<file path="src/rtl/mem_port_pkg.sv">
// Shared widths, access-size and FSM state encodings for the memory port.
// No logic; types and one helper only.
// Imported by mem_port and mem_lane.
package mem_port_pkg;

    localparam int ADR_WIDTH = 32;
    localparam int DAT_WIDTH = 64;

    typedef enum logic [1:0] {
        SIZE_BYTE  = 2'd0,
        SIZE_HALF  = 2'd1,
        SIZE_WORD  = 2'd2,
        SIZE_DWORD = 2'd3
    } size_e;

    typedef enum logic [2:0] {
        ST_IDLE = 3'd0,
        ST_RD   = 3'd1,
        ST_GAP  = 3'd2,
        ST_WR   = 3'd3,
        ST_RESP = 3'd4
    } state_e;

    // Request fields held for the life of one transaction.
    typedef struct packed {
        logic                 we;
        logic [2:0]           off;
        size_e                size;
        logic [DAT_WIDTH-1:0] dat;
    } req_t;

    // An access is misaligned when any address bit below its size is set.
    function automatic logic is_misaligned(input logic [2:0] off, input size_e size);
        case (size)
            SIZE_BYTE: return 1'b0;
            SIZE_HALF: return off[0];
            SIZE_WORD: return |off[1:0];
            default:   return |off;
        endcase
    endfunction

endpackage

</file>
<file path="src/rtl/mem_lane.sv">
// Byte-lane extract (load) and merge (sub-dword store) for an 8-byte word.
// Purely combinational, zero latency.
// No flow control.
module mem_lane
    import mem_port_pkg::*;
(
    input  size_e                size,
    input  logic [2:0]           offset,
    input  logic [DAT_WIDTH-1:0] word,
    input  logic [DAT_WIDTH-1:0] data,
    output logic [DAT_WIDTH-1:0] extracted,
    output logic [DAT_WIDTH-1:0] merged
);

    logic [7:0]           base_en;
    logic [7:0]           lane_en;
    logic [DAT_WIDTH-1:0] bit_en;
    logic [DAT_WIDTH-1:0] shifted;

    // Build the addressed lane mask, then pull the field down or push data up into it.
    always_comb begin
        base_en   = 8'h00;
        lane_en   = 8'h00;
        bit_en    = '0;
        shifted   = '0;
        extracted = '0;
        merged    = '0;

        case (size)
            SIZE_BYTE: base_en = 8'h01;
            SIZE_HALF: base_en = 8'h03;
            SIZE_WORD: base_en = 8'h0F;
            default:   base_en = 8'hFF;
        endcase
        lane_en = base_en << offset;
        for (int b = 0; b < 8; b++) begin
            bit_en[8*b +: 8] = {8{lane_en[b]}};
        end

        shifted = word >> {offset, 3'b000};
        case (size)
            SIZE_BYTE: extracted = {56'b0, shifted[7:0]};
            SIZE_HALF: extracted = {48'b0, shifted[15:0]};
            SIZE_WORD: extracted = {32'b0, shifted[31:0]};
            default:   extracted = shifted;
        endcase

        merged = (word & ~bit_en) | ((data << {offset, 3'b000}) & bit_en);
    end

endmodule

</file>
<file path="src/rtl/mem_port.sv">
// Byte-granular load/store front end onto an 8-byte-word Wishbone slave (RMW for sub-dword stores).
// Latency with 1-cycle-ack slave: load 3, dword store 3, sub-dword store 6, misaligned 1.
// One transaction in flight; req_ready_o high only in IDLE, slave stalls extend RD/WR up to a timeout.
module mem_port
    import mem_port_pkg::*;
#(
    parameter int TIMEOUT_CYCLES = 255
) (
    input  logic                 clk_i,
    input  logic                 rst_i,
    input  logic                 req_valid_i,
    output logic                 req_ready_o,
    input  logic                 req_we_i,
    input  logic [ADR_WIDTH-1:0] req_adr_i,
    input  logic [1:0]           req_size_i,
    input  logic [DAT_WIDTH-1:0] req_dat_i,
    output logic                 rsp_valid_o,
    output logic [DAT_WIDTH-1:0] rsp_dat_o,
    output logic                 rsp_err_o,
    output logic [ADR_WIDTH-1:0] mem_adr_o,
    output logic [DAT_WIDTH-1:0] mem_dat_o,
    input  logic [DAT_WIDTH-1:0] mem_dat_i,
    output logic                 mem_we_o,
    output logic                 mem_cyc_o,
    output logic                 mem_stb_o,
    input  logic                 mem_ack_i,
    input  logic                 mem_err_i
);

    localparam int TMO_W = (TIMEOUT_CYCLES < 1) ? 1 : $clog2(TIMEOUT_CYCLES + 1);
    localparam int TMO_LAST = (TIMEOUT_CYCLES < 1) ? 0 : TIMEOUT_CYCLES - 1;

    state_e               state;
    req_t                 req_q;
    logic [DAT_WIDTH-1:0] rd_word_q;
    logic [TMO_W-1:0]     tmo_cnt;
    logic                 tmo_hit;
    logic [DAT_WIDTH-1:0] lane_word;
    logic [DAT_WIDTH-1:0] lane_extracted;
    logic [DAT_WIDTH-1:0] lane_merged;
    size_e                req_size;

    assign req_size = size_e'(req_size_i);

    // Final waiting cycle of a bus phase: the next edge without ack is a timeout.
    assign tmo_hit = (tmo_cnt >= TMO_W'(TMO_LAST));

    // Loads extract straight from the bus on the ack edge; RMW merges from the captured word.
    assign lane_word = (state == ST_RD) ? mem_dat_i : rd_word_q;

    mem_lane u_lane (
        .size      (req_q.size),
        .offset    (req_q.off),
        .word      (lane_word),
        .data      (req_q.dat),
        .extracted (lane_extracted),
        .merged    (lane_merged)
    );

    // Transaction FSM; every bus and response output is registered here.
    always_ff @(posedge clk_i or negedge rst_i) begin
        if (!rst_i) begin
            state       <= ST_IDLE;
            req_q       <= '0;
            rd_word_q   <= '0;
            tmo_cnt     <= '0;
            req_ready_o <= 1'b1;
            rsp_valid_o <= 1'b0;
            rsp_err_o   <= 1'b0;
            rsp_dat_o   <= '0;
            mem_adr_o   <= '0;
            mem_dat_o   <= '0;
            mem_we_o    <= 1'b0;
            mem_cyc_o   <= 1'b0;
            mem_stb_o   <= 1'b0;
        end else begin
            case (state)
                ST_IDLE: begin
                    if (req_valid_i) begin
                        req_q       <= '{we: req_we_i, off: req_adr_i[2:0], size: req_size, dat: req_dat_i};
                        req_ready_o <= 1'b0;
                        rsp_dat_o   <= '0;
                        tmo_cnt     <= '0;
                        if (is_misaligned(req_adr_i[2:0], req_size)) begin
                            state       <= ST_RESP;
                            rsp_valid_o <= 1'b1;
                            rsp_err_o   <= 1'b1;
                        end else begin
                            mem_adr_o <= {req_adr_i[ADR_WIDTH-1:3], 3'b000};
                            mem_cyc_o <= 1'b1;
                            mem_stb_o <= 1'b1;
                            if (req_we_i && (req_size == SIZE_DWORD)) begin
                                state     <= ST_WR;
                                mem_we_o  <= 1'b1;
                                mem_dat_o <= req_dat_i;
                            end else begin
                                state    <= ST_RD;
                                mem_we_o <= 1'b0;
                            end
                        end
                    end
                end

                ST_RD: begin
                    // err wins over a simultaneous ack
                    if (mem_err_i || (!mem_ack_i && tmo_hit)) begin
                        state       <= ST_RESP;
                        mem_cyc_o   <= 1'b0;
                        mem_stb_o   <= 1'b0;
                        rsp_valid_o <= 1'b1;
                        rsp_err_o   <= 1'b1;
                    end else if (mem_ack_i) begin
                        mem_stb_o <= 1'b0;
                        if (req_q.we) begin
                            // keep cyc through GAP so the RMW stays one bus tenure
                            state     <= ST_GAP;
                            rd_word_q <= mem_dat_i;
                        end else begin
                            state       <= ST_RESP;
                            mem_cyc_o   <= 1'b0;
                            rsp_valid_o <= 1'b1;
                            rsp_err_o   <= 1'b0;
                            rsp_dat_o   <= lane_extracted;
                        end
                    end else if (tmo_cnt != '1) begin
                        tmo_cnt <= tmo_cnt + 1'b1;
                    end
                end

                ST_GAP: begin
                    state     <= ST_WR;
                    mem_stb_o <= 1'b1;
                    mem_we_o  <= 1'b1;
                    mem_dat_o <= lane_merged;
                    tmo_cnt   <= '0;
                end

                ST_WR: begin
                    if (mem_err_i || mem_ack_i || tmo_hit) begin
                        state       <= ST_RESP;
                        mem_cyc_o   <= 1'b0;
                        mem_stb_o   <= 1'b0;
                        mem_we_o    <= 1'b0;
                        rsp_valid_o <= 1'b1;
                        rsp_err_o   <= mem_err_i || !mem_ack_i;
                    end else if (tmo_cnt != '1) begin
                        tmo_cnt <= tmo_cnt + 1'b1;
                    end
                end

                ST_RESP: begin
                    state       <= ST_IDLE;
                    rsp_valid_o <= 1'b0;
                    rsp_err_o   <= 1'b0;
                    req_ready_o <= 1'b1;
                end

                default: begin
                    state       <= ST_IDLE;
                    mem_cyc_o   <= 1'b0;
                    mem_stb_o   <= 1'b0;
                    mem_we_o    <= 1'b0;
                    rsp_valid_o <= 1'b0;
                    rsp_err_o   <= 1'b0;
                    req_ready_o <= 1'b1;
                end
            endcase
        end
    end

endmodule
</file>
<file path="config.mk">
export PLATFORM = sky130hd
export DESIGN_NAME = mem_port
export DESIGN_NICKNAME = d
export VERILOG_FILES = /design/src/rtl/mem_port_pkg.sv /design/src/rtl/mem_lane.sv /design/src/rtl/mem_port.sv
export SDC_FILE = /design/constraint.sdc
export NUM_CORES = 1
export LEC_CHECK = 0
export CELL_PAD_IN_SITES_DETAIL_PLACEMENT = 1
export CELL_PAD_IN_SITES_GLOBAL_PLACEMENT = 1
export CORE_MARGIN = 2
export CORE_UTILIZATION = 49
export DETAILED_ROUTE_END_ITERATION = 6
export DONT_BUFFER_PORTS = 1
export PLACE_DENSITY = 0.8
export SLEW_MARGIN = 20
export SYNTH_ARGS = -nofsm -noshare
export SYNTH_HDL_FRONTEND = slang
export SYNTH_SLANG_ARGS = --single-unit
</file>
<file path="constraint.sdc">
create_clock -name clk_i -period 3.1 [get_ports clk_i]
set_clock_uncertainty 0.15 [all_clocks]
set_input_delay 0.155 -clock clk_i [delete_from_list [all_inputs] [get_ports clk_i]]
set_output_delay 0.155 -clock clk_i [all_outputs]
set_load 0.01 [all_outputs]
</file>
==> impl_results.md <==
- Cell variety after synth: 68
- 1st-pass router iterations: 7
- CTS tree: built
- Die area: 36300 um2
- Port buffer count: 0
- Setup TNS: 0 ns
- Violated checks: hold timing
- Max Cap Viol: 0
- Core Area: 34500 um2
- Clock-pin slew on the worst setup and hold paths: 0.06 ns
- Clock share of power: 17.3%
- Unrepaired setup endpoints after global routing: false
- Post-synth top area cell: dfrtp_1
- Clock buffers created by TritonCTS: 36
- Worst setup SP type: register
- Initial core utilization: 49.5%
- Die Y: 191 um
- Largest net degree at the start of global routing: 309
- IO Count: 334
- Rows: 68
- Vias in the first global route: 15700
- Initial antenna violation count: 3
- Clk sinks: 308
- Arrival @ worst endpoint: 3.24 ns
- DR iter-0 viols: 1329
- Via Count: 14700
- Dominant synthesized flop cell: dfrtp_1
- Pint: 13.9 mW
- Average wire per cell in the routed design: 33.7 um
- DRC viols: 0
- Total Wirelength: 72300 um
- Post-CTS Setup Inserts: 0
- GR Util All Layers: 40.1%
- Synthesized flop and latch total: 308
- Syn Area/Cell: 11.5 um2
- Yosys warns: 0
- Mapped cell area: 17100 um2
- Cell Pwr Density: 1220 nW/um2
- Setup-failing EPs final: 0
- Largest vdd supply drop: 0.670 mV
- Synth top area cells: dfrtp_1, mux2_2, mux2i_1
- H-tree depth: 2
- Area share of the largest cell type after synthesis: 45.0%
- Area delta synth->final: 21.3%
- Vias per cell: 6.87
- Synth Instances: 1490
- Slew of the pin with the lowest slew margin: 1.04 ns
- Status: finished, violations left
- Crit end category: register
- Total grt overflow: 0
- CTS max path bufs: 3
- Critical Path RT: 3.36 ns
- Net count, final: 1834
- Most frequent cells in the layout: dfrtp_1, nand2_1, mux2_2
- Worst hold path type: input pin to asynchronous set/reset pin
- Gp weighted congestion: 0.966
- First-pass GRT wire length: 107000 um
- Number of nets with antenna violations after routing: 0
- Hold Buf Count CTS: 172
- FFs w/ async S/R, synth: 100%
- P_leak: 9.33 nW
- Hold WS: -0.848 ns
- Final Max Slew Viols: 0
- Post-synth EDFFs: 0
- CP max FO: 24
- Die width: 191 um
- Root Buffer: clkbuf_16
- Most common cell after layout, fill and taps aside: dfrtp_1
- Final hold viol count: 308
- CP Class: register to register
- Switching Share: 45.2%
- Dpl hpwl: 48500 um
- Slew headroom: 31.0%
- Later-pin clock latency in the skew report: 0.56 ns
- Crit path time final: 2.98 ns
- Fin crit share: 96.2%
- P_sw: 11.4 mW
- Fmax: 0.335 GHz
- Seq pwr share: 31.8%
- Sequential-to-total area share from yosys stat: 45.2%
- Reg2reg path depth: 6
- Fraction of layout cells with a size suffix above 1: 24.5%
- Final Util: 60.1%
- Logic pwr share: 50.8%
synthesized netlist by cell type, drive strengths merged (14+ instances only):
cell and number:
mux4 70, clkbuf 66, a31oi 57, nand2 214, o21ai 51, a22oi 24
mux2i 166, nor2 76, dfrtp 307, mux2 184, buf 51, inv 17
a22o 18, nand3 14, a21oi 40
flip-flops by register name (all words and copies together), names as in the netlist:
register	flops
mem_cyc_o	1
rsp_valid_o	1
mem_adr_o	29
mem_dat_o	64
req_q	70
state	3
rsp_dat_o	64
mem_we_o	1
rd_word_q	64
mem_stb_o	1
tmo_cnt	8
rsp_err_o	1
req_ready_o	1
area by class of cell:
| class | instances | area, um2 |
|---|---|---|
| Timing Repair Buffer | 251 | 2390 |
| Fill cell | 3437 | 13800 |
| Inverter | 17 | 63.8 |
| Tap cell | 455 | 569 |
| Clock inverter | 9 | 125 |
| Multi-Input combinational cell | 1050 | 8790 |
| Sequential cell | 308 | 7710 |
| Clock buffer | 53 | 1050 |
| Antenna cell | 2 | 5.00 |
power groups by stage:
stage          Clock [mW]  Combinational [mW]  Sequential, mW
2_1_floorplan           0                8.24            6.93
3_3_place_gp            0                11.7            7.80
3_5_place_dp            0                12.0            7.89
4_1_cts              4.37                12.4            7.87
5_1_grt              4.55                13.4            8.17
6_report             4.39                12.9            8.06
repair_timing:
item                                    4_1_cts  5_1_grt
resized for setup                             0        2
hold endpoints to repair                    570      308
endpoints found under the setup margin        0        4
worst paths after layout:
path | start | end | slack, ns
worst max-delay path | state[0] | mem_dat_o[50] | 0.12
min in group clk_i | mem_dat_i[8] | rsp_dat_o[0] | 0.01
worst max register to register | state[0] | mem_dat_o[50] | 0.12
worst min register to register | rd_word_q[4] | rd_word_q[4] | 0.36
max in group asynchronous | rst_i | req_q[38] | 3.06
worst min-delay path | rst_i | rd_word_q[57] | -0.85
per-layer routing:
layer  track usage (%)  share of wire (%)  wire length [um]  vias to the layer above
met5                 0              0.017                12                        -
met4              21.9                6.1              4420                        2
met3              12.0                 11              7860                      258
met2              63.6                 46             33400                      966
met1              49.1                 37             26500                     7611
li1                  -                  -                 -                     5889
stage by stage:
| step | cell area [um2] | worst slack, ns | std cells | total power [mW] | hold WS, ns |
|---|---|---|---|---|---|
| floorplan | 17100 | 0.691 | 1492 | 15.2 | -0.291 |
| global placement | 17800 | 0.151 | 1909 | 19.5 | -0.275 |
| detailed placement | 17800 | 0.107 | 1909 | 19.9 | -0.277 |
| CTS | 20700 | 0.0561 | 2143 | 24.6 | -0.853 |
| global route | 20700 | 0.0718 | 2145 | 26.1 | -0.853 |
| finish | 20700 | 0.117 | 2145 | 25.3 | -0.848 |
logic make-up after synthesis:
family	share of synthesized area [%]
fa+ha+maj	0.147
compound gates	11.6
flops	45.2
other cells	0.0220
mux	31.1
simple gates	8.35
buf+inv	3.60
worst max-delay path, stage by stage (launching register included):
cell	delay, ns
dfrtp_1	0.38
or3b_4	0.60
buf_4	0.32
mux2i_1	0.63
inv_1	0.20
mux2i_1	0.40
mux2i_1	0.13
(Power assumes the default switching activity.)
